`config.mk`:
```
export PLATFORM = sky130hd
export DESIGN_NAME = machine_jk_fsm
export DESIGN_NICKNAME = d
export VERILOG_FILES = /design/src/rtl/machine_jk_fsm.sv
export SDC_FILE = /design/constraint.sdc
export NUM_CORES = 1
export LEC_CHECK = 0
export ABC_AREA = 1
export CELL_PAD_IN_SITES_DETAIL_PLACEMENT = 0
export CELL_PAD_IN_SITES_GLOBAL_PLACEMENT = 1
export CORE_AREA = 2 2 39 41
export DETAILED_ROUTE_END_ITERATION = 6
export DIE_AREA = 0 0 41 43
export PLACE_DENSITY = 0.4
export SETUP_SLACK_MARGIN = 0.05
export SYNTH_ARGS = -nofsm -noshare
export SYNTH_HDL_FRONTEND = slang
export SYNTH_SLANG_ARGS = --single-unit
```
`constraint.sdc`:
```
create_clock -name CLK -period 0.8 [get_ports CLK]
set_input_delay 0.24 -clock CLK [delete_from_list [all_inputs] [get_ports CLK]]
set_output_delay 0.24 -clock CLK [all_outputs]
set_load 0.005 [all_outputs]
```
`src/rtl/machine_jk_fsm.sv`:
```
// Overlapping "0011" sequence detector whose 3-bit state register is built from JK flip-flops.
// Optional MACHINE_JK_MEALY_EN turns F into a Mealy output raised one cycle before S4 is entered.
module machine_jk_fsm (
  input  logic       CLK,
  input  logic       RESET,
  input  logic       x,
  output logic       F,
  output logic [2:0] S
);

  localparam int unsigned STATE_W = 3;

  typedef enum logic [STATE_W-1:0] {
    S0 = 3'b000,
    S1 = 3'b001,
    S2 = 3'b010,
    S3 = 3'b011,
    S4 = 3'b100
  } state_t;

  logic [STATE_W-1:0] q;
  logic [STATE_W-1:0] j;
  logic [STATE_W-1:0] k;
  logic [STATE_W-1:0] q_next;

  // J/K excitation from {q,x}; unused codes 101/110/111 all fall back to S0.
  always_comb begin
    j      = '0;
    k      = '0;
    j[2]   = q[1] & q[0] & x;
    k[2]   = 1'b1;
    j[1]   = ~q[2] & q[0] & ~x;
    k[1]   = q[2] | q[0];
    j[0]   = (~q[1] & ~x) | (~q[2] & q[1] & x);
    k[0]   = q[2] | ~q[1] | x;
    q_next = (j & ~q) | (~k & q);
  end

  always_ff @(posedge CLK) begin
    if (RESET) q <= '0;
    else       q <= q_next;
  end

  assign S = q;

`ifdef MACHINE_JK_MEALY_EN
  assign F = (q == S3) & x & ~RESET;
`else
  logic f_q;

  // Flag tracks "state is S4" as its own flop so F never glitches.
  always_ff @(posedge CLK) begin
    if (RESET) f_q <= 1'b0;
    else       f_q <= (q_next == S4);
  end

  assign F = f_q;
`endif

endmodule

```
-- After elaboration in Yosys (flattened, before gate mapping)
Index checks and enable logic that the tools add are counted.
- bits in registers: 4
- input port bits: 3
- output and inout bits: 4
- logic and storage cells: 22
- equal/unequal tests: 1
- bitwise operators: 19
- operators with widths (cell ; number):
    1-bit bitwise AND ; 7
    3-bit bitwise AND ; 2
    3-bit inverter ; 2
    1-bit OR ; 4
    3-bit == test, second input constant ; 1
    1-bit inverter ; 3
    3-bit OR ; 1

-- Longest topological paths before layout
- depth in word-level cells: 7
- mapped depth: 5
- mapped depth without buffers: 5

-- Worst setup path after synthesis
Ideal clock, no wire load.
- path kind: register -> register
- from: register q[1] (netlist: S[1])
- to: register q[0] (netlist: S[0])
- arrival time: 641 ps
- required time: 685 ps
- setup slack: 44 ps
- stages on the path, launching flop included: 6
- clock period less this slack: 756 ps
- path through: dfxtp_1 > inv_1 > nand2_1 > nand2_1 > nand2_1 > a21oi_2
- cells in the longest elaborated chain, start to end: 6
- elaborated cells between the ends (all ways): 11
- classes of those cells: bitwise (11)
- ends and longest elaborated chain (element ; RTL line ; RTL):
    from (decl) ; 21 ; logic [STATE_W-1:0] q;
    from (signal assigned) ; 41 ; else q <= q_next;
    1-bit inverter ; 34, 35 ;
    1-bit OR (2 in a row) ; 35 ; k[0] = q[2] | ~q[1] | x;
    3-bit inverter ; 36 ; q_next = (j & ~q) | (~k & q);
    3-bit bitwise AND ; 36 ;
    3-bit OR (*) ; 36 ;
Mark *: on every way between the ends. The rest lies on a longest branch, timed or not.
A chain may end at the register's enable or synchronous reset.

-- Worst setup path after layout
- from: register q[2] (netlist: S[2])
- to: output port S[2]
- RTL lines (element ; RTL line ; RTL):
    to (decl) ; 8 ; output logic [2:0] S
No word-level cell between the ends.

==> impl_metrics.csv <==
group,metric,value,unit
status,outcome,"finished, violations left",
status,violations,"setup timing",
setup_path,critPathBufInv,1,
clock_network,max-clock-path-buffers,2,
sta,setup_ws,-101.6,ps
layout,stdcell_count,46,
clock_network,cts_setup_buffers,0,
detailed_routing,wl_met1,163,um
setup_path,crit_arrival,660,ps
setup_path,crit_fanout,2,
clock_network,cts_root_buf,"clkbuf_4",
layout,final_area,279.0,sq um
sta,setup_viol,5,
power,vdd_drop_max,0.0006470,V
floorplan,io_pins,7,
sta,fin_worst_skew,4.624,ps
clock_network,cts_tree,"yes",
floorplan,rows,14,
detailed_routing,wl_per_cell,8.326,um
sta,rsz0062_at_grt,"true",
yosys,syn_area,156.4,sq um
sta,layout_worst_path_cycle_share,112.7,%
yosys,yosys.cell_types.count,9,
floorplan,core_area,1384,sq um
clock_network,postCtsHoldBufs,0,
detailed_routing,dr.pass1.iters,2,
floorplan,die_h,43,um
min_path,hp-start,"RESET",
sta,fin_crit,901.6,ps
detailed_routing,via_per_inst,3.696,
clock_network,clkLatencyLatePin,240,ps
clock_network,cts_sinks,4,
setup_path,worst_ep_required_time,560,ps
place,placedInstanceArea,252.7,sq um
global_route,grt_pass1_vias,160,
job,cap_violations,0,
detailed_routing,top_layer,"met3",
layout,regArea,83.83,sq um
clock_network,cts_buffers,3,
setup_path,start_kind,"flop",
sta,slew_headroom,85.06,%
clock_network,path_clk_slew,40,ps
layout,mostFrequentLayoutCells,"4 x buf_2, 3 x dfxtp_2, 3 x nand2_1, 3 x clkbuf_4",
detailed_routing,drc,0,
layout,fill_cells,157,
global_route,grt.total_usage,5.110,%
setup_path,regToRegSetupSlack,-30,ps
sta,fmax,1109,MHz
layout,layout_commonest_cell,"buf_2",
floorplan,dieWidth,41,um
setup_path,ff2ff_path_depth,5,
detailed_routing,wirelength,383,um
setup_path,reg2reg_from,"S[1]",
detailed_routing,drtAntennaViolNets,0,
place,hpwl,262.9,um
setup_path,r2r_end,"S[0]",
yosys,yosysWarningCount,0,
min_path,min_to,"S[0]",
global_route,grt_pass1_wl,572,um
floorplan,die_area,1763,sq um
setup_path,cp_num_cells,1,
yosys,synth_area_per_cell,8.232,sq um
layout,multiInputGateArea,78.83,sq um
global_route,grt_max_degree,5,
detailed_routing,vias,170,
setup_path,cp_slowest_stage_delay,310,ps
setup_path,slowest_stage,"dfxtp_2",
floorplan,start_util,11.30,%
yosys,synth_fp_nets,22,
sta,tightest_slew,223.8,ps
yosys,synth-seq-cells,4,
global_route,grt-ovfl-total,0,
power,leakage,0.0001269,uW
place,portBuffers,6,
detailed_routing,drtIter0Drc,7,
yosys,ys_seq_area_share,51.20,%
power,power,535.9,uW
setup_path,crit_chain,"buf_2",
place,gp_congestion,0.6039,
power,p_per_area,1921,nW/um^2
layout,n_antenna_cell,0,
layout,syn2layout_area_growth,78.40,%
detailed_routing,wl_met2,164,um
min_path,min_delay_path_depth,2,
setup_path,crit_family,"flip-flops",
layout,drive_gt1_share,60.00,%
detailed_routing,wl_met3,55,um
yosys,synth_cells,19,
sta,hold_viol_final,0,
global_route,antenna_found_initial,0,
setup_path,path_class,"flop to output port",
clock_network,cts-htree-levels,1,
place,dp_cells,43,
sta,slew_viol_final,0,
setup_path,critical_path.endpoint_type,"output port",
min_path,min_path_type,"input pin to flop",
layout,final_nets,35,
-- how the worst max path moves through the flow --
| stage | from | to | slack [ps] |
|---|---|---|---|
| finish | S[2] | S[2] | -100 |
| floorplan | S[0] | S[1] | 50 |
| detailed placement | x | S[0] | -360 |
| global placement | x | S[0] | -370 |
| global route | S[2] | S[2] | -130 |
| CTS | S[2] | S[2] | -120 |
-- worst reg2reg max path: cells and delay by family (launching register included) --
kind                   cells  cell delay [ps]
AOI/OAI and AO/OA          1               50
buffers and inverters      1              150
DFF                        1              310
and+or+nand+nor            3              210
-- stage by stage --
| stage | setup WS (ps) | hold slack (ps) | util (%) | setup TNS [ps] |
|---|---|---|---|---|
| floorplan | 48.45 | 302.4 | - | 0 |
| global placement | -366.9 | 558.7 | 18.26 | -2169 |
| detailed placement | -362.8 | 550.3 | 18.26 | -2160 |
| CTS | -116.5 | 417.6 | 18.72 | -465.8 |
| global route | -125.6 | 312.0 | 20.16 | -619.4 |
| finish | -101.6 | 292.7 | 20.16 | -397.9 |
-- layout make-up --
class / count / area share, %
clock buffer: 3 / 8.072
inverter: 4 / 6.278
multi-input combinational: 11 / 28.25
sequential: 4 / 30.04
tap: 16 / 7.175
timing repair buffer: 8 / 20.18
-- cell families after synthesis --
group	Yosys count	synth area share, %
simple gates	8	27.20
buf+inv	4	9.597
compound gates	3	11.99
flops	4	51.20
-- registers in the layout (all words and copies together) (netlist names) --
signal	count
F	1
S	3
-- cell usage after synthesis (all sizes together) --
master	instances	area share (%)
dfxtp	4	51
inv	4	9.6
nand2	3	7.2
nor3	3	9.6
a21oi	2	8.8
nand3	1	6.4
nand4	1	4.0
o21ai	1	3.2
-- where the power goes --
group          internal, uW  switching [uW]  total, uW
logic                  32.0            38.6       70.6
clock network           168            84.5        252
registers               210            3.38        213
-- what timing repair did --
action                     in CTS  in global routing
gates cloned                    0                  0
setup endpoints to repair       8                  8
resized for setup              22                  4
-- per-layer routing --
layer	vias to the layer above	track usage, %
li1	86	-
met1	77	5.431
met2	7	6.875
met3	0	4.712
met4	0	2.000
met5	-	0
No activity file was read; power rests on OpenSTA's default activity.
